[config.mk]
export PLATFORM = sky130hd
export DESIGN_NAME = ex_div_unit
export DESIGN_NICKNAME = d
export VERILOG_FILES = /design/src/rtl/ex_div_unit_pkg.sv /design/src/rtl/ex_div_unit_div_step.sv /design/src/rtl/ex_div_unit.sv
export SDC_FILE = /design/constraint.sdc
export NUM_CORES = 1
export LEC_CHECK = 0
export BUFFER_PORTS_ARGS = -buffer_cell sky130_fd_sc_hd__clkbuf_2
export CAP_MARGIN = 10
export CORE_MARGIN = 1
export CORE_UTILIZATION = 45
export DETAILED_ROUTE_END_ITERATION = 10
export PLACE_DENSITY = 0.66
export SLEW_MARGIN = 20
export SYNTH_ARGS = -nofsm -noshare
export SYNTH_HDL_FRONTEND = slang
export SYNTH_SLANG_ARGS = --single-unit
[constraint.sdc]
create_clock -name clk -period 7.01 [get_ports clk]
set_input_delay 0.3505 -clock clk [delete_from_list [all_inputs] [get_ports clk]]
set_output_delay 0.3505 -clock clk [all_outputs]
set_load 0.05 [all_outputs]
[src/rtl/ex_div_unit_pkg.sv]
// Shared definitions for the EX-stage iterative divider: data-bus width and FSM state encoding.
// Imported by ex_div_unit and ex_div_unit_div_step.
package ex_div_unit_pkg;

    localparam int DATA_BUS = 32;

    typedef enum logic [1:0] {
        DIV_IDLE = 2'b00,
        DIV_ZERO = 2'b01,
        DIV_ON   = 2'b10,
        DIV_END  = 2'b11
    } div_state_e;

endpackage

[src/rtl/ex_div_unit_div_step.sv]
// One restoring-division step: shift in the next dividend bit, trial-subtract the divisor,
// keep the difference when it is non-negative and report that as the quotient bit.
module ex_div_unit_div_step
    import ex_div_unit_pkg::*;
#(
    parameter int WIDTH = DATA_BUS
) (
    input  logic [WIDTH:0]   rem_i,
    input  logic             dividend_bit_i,
    input  logic [WIDTH-1:0] divisor_i,
    output logic [WIDTH:0]   rem_o,
    output logic             q_bit_o
);

    logic [WIDTH:0] shifted;
    logic [WIDTH:0] diff;
    logic           unused_rem_msb;

    // The partial remainder is always below the divisor, so its top bit is zero before a shift.
    assign unused_rem_msb = rem_i[WIDTH];

    always_comb begin
        // NOTE: every signal written here is assigned on every path, so no latch is inferred.
        shifted = {rem_i[WIDTH-1:0], dividend_bit_i};
        diff    = shifted - {1'b0, divisor_i};
        q_bit_o = ~diff[WIDTH];
        rem_o   = q_bit_o ? diff : shifted;
    end

endmodule

[src/rtl/ex_div_unit.sv]
// Iterative radix-2 restoring divider for DIV/DIVU; one quotient bit per cycle, stalls EX while busy.
// Optional macro EX_DIV_ZERO_FLAG_EN adds the div_zero_o flag port.
module ex_div_unit
    import ex_div_unit_pkg::*;
#(
    parameter int WIDTH = DATA_BUS,
    parameter int CNT_W = 6
) (
    input  logic             clk,
    input  logic             rst,
    input  logic             start_i,
    input  logic             signed_i,
    input  logic             annul_i,
    input  logic [WIDTH-1:0] opdata1_i,
    input  logic [WIDTH-1:0] opdata2_i,
    output logic [WIDTH-1:0] hi_o,
    output logic [WIDTH-1:0] lo_o,
    output logic             ready_o,
    output logic             hilo_write_en_o,
    output logic             stall_req_o
`ifdef EX_DIV_ZERO_FLAG_EN
    ,
    output logic             div_zero_o
`endif
);

    div_state_e       state_q;
    logic [CNT_W-1:0] cnt_q;
    logic [WIDTH:0]   rem_q;
    logic [WIDTH-1:0] dvd_q;
    logic [WIDTH-1:0] dvs_q;
    logic             quot_neg_q;
    logic             rem_neg_q;
    logic [WIDTH-1:0] hi_q;
    logic [WIDTH-1:0] lo_q;
    logic             ready_q;
`ifdef EX_DIV_ZERO_FLAG_EN
    logic             div_zero_q;
`endif

    logic             op1_neg;
    logic             op2_neg;
    logic [WIDTH-1:0] op1_abs;
    logic [WIDTH-1:0] op2_abs;
    logic [WIDTH:0]   rem_d;
    logic             q_bit;
    logic [WIDTH-1:0] quot_d;
    logic             last_step;

    assign op1_neg   = signed_i & opdata1_i[WIDTH-1];
    assign op2_neg   = signed_i & opdata2_i[WIDTH-1];
    assign op1_abs   = op1_neg ? -opdata1_i : opdata1_i;
    assign op2_abs   = op2_neg ? -opdata2_i : opdata2_i;
    assign last_step = (cnt_q == CNT_W'(WIDTH - 1));

    // The dividend register doubles as the quotient: each step shifts one dividend bit out and one quotient bit in.
    assign quot_d = {dvd_q[WIDTH-2:0], q_bit};

    ex_div_unit_div_step #(
        .WIDTH (WIDTH)
    ) u_div_step (
        .rem_i          (rem_q),
        .dividend_bit_i (dvd_q[WIDTH-1]),
        .divisor_i      (dvs_q),
        .rem_o          (rem_d),
        .q_bit_o        (q_bit)
    );

    always_ff @(posedge clk or negedge rst) begin
        if (!rst) begin
            // NOTE: sequential state uses non-blocking assignments so every register samples pre-edge values.
            state_q    <= DIV_IDLE;
            cnt_q      <= '0;
            rem_q      <= '0;
            dvd_q      <= '0;
            dvs_q      <= '0;
            quot_neg_q <= 1'b0;
            rem_neg_q  <= 1'b0;
            hi_q       <= '0;
            lo_q       <= '0;
            ready_q    <= 1'b0;
`ifdef EX_DIV_ZERO_FLAG_EN
            div_zero_q <= 1'b0;
`endif
        end else begin
            case (state_q)
                DIV_IDLE: begin
                    if (start_i && !annul_i) begin
                        if (opdata2_i == '0) begin
                            // Raw dividend is kept so the remainder reports it unmodified.
                            dvd_q   <= opdata1_i;
                            state_q <= DIV_ZERO;
                        end else begin
                            dvd_q      <= op1_abs;
                            dvs_q      <= op2_abs;
                            rem_q      <= '0;
                            quot_neg_q <= op1_neg ^ op2_neg;
                            rem_neg_q  <= op1_neg;
                            cnt_q      <= '0;
                            state_q    <= DIV_ON;
                        end
                    end
                end
                DIV_ZERO: begin
                    hi_q    <= dvd_q;
                    lo_q    <= '1;
                    ready_q <= 1'b1;
`ifdef EX_DIV_ZERO_FLAG_EN
                    div_zero_q <= 1'b1;
`endif
                    state_q <= DIV_END;
                end
                DIV_ON: begin
                    if (annul_i) begin
                        state_q <= DIV_IDLE;
                    end else begin
                        rem_q <= rem_d;
                        dvd_q <= quot_d;
                        cnt_q <= cnt_q + CNT_W'(1);
                        if (last_step) begin
                            lo_q    <= quot_neg_q ? -quot_d : quot_d;
                            hi_q    <= rem_neg_q ? -rem_d[WIDTH-1:0] : rem_d[WIDTH-1:0];
                            ready_q <= 1'b1;
                            state_q <= DIV_END;
                        end
                    end
                end
                DIV_END: begin
                    // Holding start_i keeps the result presented without relaunching.
                    if (!start_i || annul_i) begin
                        ready_q <= 1'b0;
`ifdef EX_DIV_ZERO_FLAG_EN
                        div_zero_q <= 1'b0;
`endif
                        state_q <= DIV_IDLE;
                    end
                end
                default: state_q <= DIV_IDLE;
            endcase
        end
    end

    assign hi_o            = hi_q;
    assign lo_o            = lo_q;
    assign ready_o         = ready_q;
    assign hilo_write_en_o = ready_q & ~annul_i;
    assign stall_req_o     = start_i & ~ready_q & ~annul_i;
`ifdef EX_DIV_ZERO_FLAG_EN
    assign div_zero_o      = div_zero_q;
`endif

endmodule

## Word level (Yosys, flattened, before mapping)

Cells that the tools add are included.

- Add/sub/neg operators: 6
- Equal/unequal tests: 10
- Muxes and demuxes: 33
- Bitwise gates (word level): 10
- Reduce and logical (&&, ||, !) cells: 15

Operators by type and width:

| cell | count |
|---|---|
| $mux W32 | 15 |
| $pmux W32 S2 | 4 |
| $neg A32 Y32 | 4 |
| $sub A33 B32 Y33 | 1 |
| $logic_not A32 Y1 | 1 |
| $mux W6 | 3 |
| $pmux W6 S2 | 1 |
| $reduce_and A3 Y1 | 4 |
| $mux W2 | 5 |
| $ne A2 B2 Y1 const B | 5 |
| $pmux W2 S4 | 1 |
| $reduce_and A4 Y1 | 2 |
| $add A6 B1 Y6 const B | 1 |
| $eq A6 B5 Y1 const B | 1 |
| $and A1 B1 Y1 | 5 |
| $eq A2 B2 Y1 const B | 2 |
| $not A1 Y1 | 4 |
| $reduce_bool A2 Y1 | 2 |
| $mux W1 | 3 |
| $ne A3 B3 Y1 const B | 1 |
| $pmux W1 S3 | 1 |
| $reduce_bool A3 Y1 | 1 |
| $eq A2 B1 Y1 const B | 1 |
| $logic_not A1 Y1 | 2 |
| other kinds (4) | 4 |

- Flip-flop bits (word level): 171
- Input bits: 69
- Output and inout bits: 67
- Word-level logic and storage cells: 84

## Longest topological paths before layout

- Word-level depth: 7
- Depth in mapped cells: 26
- Mapped depth without buffers: 24

## Cells and area by module

A second synthesis with hierarchy kept.

- Cells, all modules: 1,485
- Area total of the unflattened synthesis: 12,250.5 µm²

By module, submodules not included:

| module | times used | cells an instance | area an instance (µm²) | seq. area each (µm²) |
|---|---|---|---|---|
| ex_div_unit | 1 | 1,129 | 9,789.4 | 4,304.1 |
| ex_div_unit_div_step | 1 | 356 | 2,461.1 | 0.0 |

## Worst setup path after synthesis

No wires, ideal clock.

- Path type: reg2reg
- Start: register rem_q[24]
- End: register lo_q[28] (netlist: lo_o[28])
- Setup time: 137 ps
- Arrival: 4,998 ps
- Required time: 6,873 ps
- Slack: 1,875 ps
- Cell stages (with the launch flop): 21
- Path buffers: 3
- Period minus slack after synthesis: 5,135 ps
- Cells stage by stage: dfrtp_1 -> ha_1 -> a21o_1 -> a221o_1 -> a211o_1 -> a211o_1 -> nor3_2 -> nor2_8 -> inv_2 -> clkbuf_1 -> clkbuf_1 -> buf_1 -> ha_1 -> nand2b_1 -> or2_2 -> or3_1 -> nand2b_1 -> nand2b_1 -> o31ai_1 -> xor2_1 -> a21oi_1

- Longest elaborated chain between the ends: 7

Ends and longest elaborated chain:

| element | RTL line | RTL |
|---|---|---|
| from (decl) | ex_div_unit.sv:29 | `logic [WIDTH:0] rem_q;` |
| from (signal assigned) | ex_div_unit.sv:117 | `rem_q <= rem_d;` |
| $sub A33 B32 Y33 | ex_div_unit_div_step.sv:25 | `diff = shifted - {1'b0, divisor_i};` |
| $not A1 Y1 | ex_div_unit_div_step.sv:26 | `q_bit_o = ~diff[WIDTH];` |
| $neg A32 Y32 | ex_div_unit.sv:121 | `lo_q <= quot_neg_q ? -quot_d : quot_d;` |
| $mux W32 | ex_div_unit.sv:121 |  |
| $mux W32 | ex_div_unit.sv:120 | `if (last_step) begin` |
| $mux W32 | ex_div_unit.sv:114 | `if (annul_i) begin` |
| $pmux W32 S2 | ex_div_unit.sv:86 | `case (state_q)` |
| to (signal assigned) | ex_div_unit.sv:121 |  |
| to (decl) | ex_div_unit.sv:35 | `logic [WIDTH-1:0] lo_q;` |

No other way between the ends. The select of a mux whose other input is x is not followed.
A chain may end at the register's enable or synchronous reset.

## Worst setup path in the final report

- Start: register rem_q[24]
- End: register hi_q[26] (netlist: hi_o[26])

- Longest elaborated chain between the ends: 7

Ends and longest elaborated chain:

| element | RTL line | RTL |
|---|---|---|
| $sub A33 B32 Y33 | ex_div_unit_div_step.sv:25 |  |
| $mux W32 * | ex_div_unit_div_step.sv:27 | `rem_o = q_bit_o ? diff : shifted;` |
| $neg A32 Y32 | ex_div_unit.sv:122 | `hi_q <= rem_neg_q ? -rem_d[WIDTH-1:0] : rem_d[WIDTH-1:0];` |
| $mux W32 * | ex_div_unit.sv:122 |  |
| $mux W32 * | ex_div_unit.sv:120 |  |
| $mux W32 * | ex_div_unit.sv:114 |  |
| $pmux W32 S2 * | ex_div_unit.sv:86 |  |
| to (signal assigned) | ex_div_unit.sv:105 | `hi_q <= dvd_q;` |
| to (signal assigned) | ex_div_unit.sv:122 |  |
| to (decl) | ex_div_unit.sv:34 | `logic [WIDTH-1:0] hi_q;` |

Every way passes the cells marked *; elsewhere a longest branch is shown, timed or not. The select of a mux whose other input is x is not followed.

==> parameters.txt <==
Parameter                              Value

Run status
  Result of the run    completed

Pwr
  Leakage power total    5.94 nW
  Pwr/cell area    366 nW/um^2
  Total power    a little under 5 mW
  VDD IR max    0.000238 V

Global routing
  Antenna violations before repair    0
  Pin count of the biggest net entering global routing    77
  Global-route congestion overflow total    0
  Gr usage total    24.7%
  Wire length of the first global-routing pass    53000 um
  Via count of the first global-routing pass    approximately 10k

Hold path
  Worst min-delay path class    input pin to flop
  Number of instances on the worst hold path    4

Logic synthesis
  Most used flip-flop cell after synthesis    sky130_fd_sc_hd__dfrtp_1
  Post-synth cell types    72
  Count of flip-flops with a built-in enable after synthesis    0
  Post-Synthesis Cells    1485
  Yosys warning total    0
  Async S/R FF share, synth    100%
  Total nets after synthesis    1592
  Average instance area after synthesis    slightly above 8 sq um
  Post-Synthesis Cell Area    12000 sq um
  Sequential fraction of the synthesis area    about 36%
  #FFs+latches synth    171

Floorplan
  Effective utilization at floorplan    46.0%
  Horizontal die dimension    165 um
  Core region area    26100 sq um
  Ports placed on the boundary    136
  Std-Cell Rows    59
  Vertical die dimension    165 um
  Total Die Area    approximately 27000 sq um

Timing
  RSZ-0062 raised after global routing    false
  Fmax    0.175 GHz
  Slew at the pin with the worst max-slew slack    1090 ps
  Remaining max-slew budget at the tightest pin    roughly 28%
  Final worst-path setup slack    approximately 1300 ps
  Clock tree skew after final layout    14.2 ps
  Hold Violations, Final    0
  Setup violation total in the final timing report    0
  Final Cycle Share    81.3%
  Final setup TNS    0 ps
  Final Slew Violations    0
  Final critical delay including setup and external delays    5700 ps

Route
  Detailed router's first-iteration violation count    a little over 800
  Number of detailed-route iterations in the first pass    5
  Detail-routed via count per cell    about 5.7
  Number of nets still failing antenna checks after routing    0
  Final wirelength    33100 um
  Total number of vias    around 11k
  Post-DR wirelength/cell    17.2 um
  # DRC    0

Critical path
  Crit Path Category    flop to flop
  Worst-path maximum fanout    46
  Longest individual stage delay on the worst path    610 ps
  Required @ worst endpoint    7300 ps
  Sequence of cells on the critical path    ha_1, a21o_1, a221o_1, a211o_1, a211o_1, o21a_2, nor2_8, inv_2, mux2i_1, ha_1, nor3b_1, and2_1, nand3b_1, a21oi_1, a41oi_1, a2111oi_2, nand2_1, o21ai_1, xnor2_1, o21ai_1
  Slowest library cell on the worst path    sky130_fd_sc_hd__nor2_8
  Setup slack of the worst register-to-register path    1310 ps
  Dominant delay contributor by cell family on the critical path    compound AO/OA/AOI/OAI gates
  CP Data Arrival Time    between 5000 and 6000 ps
  Number of cells on the critical path    20
  Buf/Inv on CP    1
  Length in cells of the worst reg-to-reg path    20
  Sort of element at the start of the critical path    flop
  Kind of end point of the critical path    flop

Placement
  Last weighted congestion value of the routability-driven placer    0.883
  Worst setup slack after placement    1390 ps
  Placed cell count    1885
  DP HPWL    ~25000 um
  Port-buffer cells    135

Clocking
  Clock tree from TritonCTS    yes
  Clock latency on the worst-skew pair    440 ps
  Depth of the CTS H-tree    4
  Clock tree buffer depth    2
  Root cell of the clock tree    sky130_fd_sc_hd__clkbuf_16
  Sink Count    ~170
  Number of buffers created by CTS    17
  Worst-path clk slew    roughly 70 ps
  Post-CTS setup repair buffer count    0

Cells and area
  Net count reported at finish    between 1.5k and 2k
  Count of placed standard cells in the final layout, fillers left out    roughly 1.9k
  Most common cell after layout, fill and taps aside    sky130_fd_sc_hd__nand2_1
  Final antenna diode count    0
  Filler Cells Inserted    roughly 2.5k
  Area delta synth->final    12.5%
  Commonest cells after routing, fill and taps aside    sky130_fd_sc_hd__nand2_1, sky130_fd_sc_hd__dfrtp_1, sky130_fd_sc_hd__a21oi_1
  Utilization after layout    51.7%
  Share of final-layout standard cells stronger than drive strength 1    13.1%

Run
  Number of violations of the max-capacitance limit    0
-- synthesized netlist by cell type, types with 4 or more instances --
master                     number  area, sq um
sky130_fd_sc_hd__nand3b_1       5         37.5
sky130_fd_sc_hd__dfrtp_1      171         4280
sky130_fd_sc_hd__nor2_1       146          548
sky130_fd_sc_hd__buf_1          7         26.3
sky130_fd_sc_hd__nand4_1       11         68.8
sky130_fd_sc_hd__mux2i_1       49          490
sky130_fd_sc_hd__buf_2          6         30.0
sky130_fd_sc_hd__o21a_1         5         37.5
sky130_fd_sc_hd__and3_1        18          113
sky130_fd_sc_hd__a21oi_1      169          846
sky130_fd_sc_hd__or3_1         22          138
sky130_fd_sc_hd__or4_1         10         75.1
sky130_fd_sc_hd__nand3_1       20          100
sky130_fd_sc_hd__a211oi_1       5         37.5
sky130_fd_sc_hd__nand2_1      173          649
sky130_fd_sc_hd__a21o_1         9         67.6
sky130_fd_sc_hd__o22ai_1       11         68.8
sky130_fd_sc_hd__nor3b_1        4         30.0
sky130_fd_sc_hd__o41ai_1        6         52.6
sky130_fd_sc_hd__ha_1          37          463
sky130_fd_sc_hd__and2_1         9         56.3
sky130_fd_sc_hd__clkbuf_1      68          255
sky130_fd_sc_hd__or2_2          6         37.5
sky130_fd_sc_hd__mux2_2         4         45.0
sky130_fd_sc_hd__o21ai_0      131          656
sky130_fd_sc_hd__nor2b_1        8         50.1
sky130_fd_sc_hd__nor4_1        18          113
sky130_fd_sc_hd__o31a_1         5         43.8
sky130_fd_sc_hd__xnor2_1       68          596
sky130_fd_sc_hd__a22o_1         4         35.0
sky130_fd_sc_hd__nand2b_1       7         43.8
sky130_fd_sc_hd__inv_1         58          218
sky130_fd_sc_hd__nor3_1        29          145
sky130_fd_sc_hd__o31ai_1       23          173
sky130_fd_sc_hd__o21ai_1       20          100
sky130_fd_sc_hd__xor2_1        74          648
sky130_fd_sc_hd__a31oi_1       14         87.6
sky130_fd_sc_hd__o211ai_1       7         52.6
-- worst paths after layout --
| kind | from | to |
|---|---|---|
| max | rem_q[24]$_DFFE_PN0P_ | hi_o[26]$_DFFE_PN0P_ |
| min reg2reg | dvs_q[29]$_DFFE_PN0P_ | dvs_q[29]$_DFFE_PN0P_ |
| min in group asynchronous | rst | lo_o[8]$_DFFE_PN0P_ |
| min | opdata2_i[15] | dvs_q[15]$_DFFE_PN0P_ |
| max in group asynchronous | rst | dvs_q[23]$_DFFE_PN0P_ |
| max reg2reg | rem_q[24]$_DFFE_PN0P_ | hi_o[26]$_DFFE_PN0P_ |
-- registers in the layout (all words and copies together) (netlist names), 2 cells and up --
| register | count |
|---|---|
| state_q | 2 |
| dvs_q | 32 |
| hi_o | 32 |
| rem_q | 32 |
| cnt_q | 6 |
| dvd_q | 32 |
| lo_o | 32 |
-- power breakdown --
part           switching (mW)  internal, mW
clock network           0.445         0.505
logic                    1.62         0.988
registers               0.229          1.14
-- area by class of cell --
type / count / area, sq um / share of cell area [%]
Clock buffer: 18 / 429 / 3.19
Clock inverter: 14 / 153 / 1.13
Inverter: 60 / 225 / 1.67
Multi-Input combinational cell: 1172 / 7190 / 53.3
Sequential cell: 171 / 4280 / 31.8
Tap cell: 335 / 419 / 3.11
Timing Repair Buffer: 148 / 782 / 5.80
-- timing repair --
action                                  CTS  global route
resized for setup                         0             0
endpoints found under the setup margin    0             0
endpoints found under the hold margin    74             0
hold buffers                              1             0
-- metrics by stage --
stage,cell area [sq um],hold slack [ps]
6_report,13500,238
5_1_grt,13500,254
3_5_place_dp,12900,433
4_1_cts,13500,224
2_1_floorplan,12000,54.9
3_3_place_gp,12900,435
-- tightest hold or removal path: stages --
cell                       delay, ps
sky130_fd_sc_hd__clkbuf_2         90
sky130_fd_sc_hd__xor2_1           60
sky130_fd_sc_hd__nor2_1           80
sky130_fd_sc_hd__a21oi_1          40
-- cells by family after synthesis --
logic type / Yosys count / synth area share [%]
XOR/XNOR: 142 / 10.4
adder cells (fa/ha/maj): 38 / 4.03
multiplexers: 53 / 4.47
buffers and inverters: 142 / 4.54
flip-flops: 171 / 35.7
AO/OA/AOI/OAI: 441 / 21.5
AND/OR/NAND/NOR: 498 / 19.4
-- per-layer routing --
layer  GRT usage (%)  vias to the layer above  wire (um)  share of wire [%]
li1                -                     5393          -                  -
met1            36.2                     5133      16300                 49
met2            38.5                      330      14800                 45
met3            3.00                       23       1590                4.8
met4            5.63                        0        342                1.0
met5               0                        -          0                  0
No activity file was read; power rests on OpenSTA's default activity.
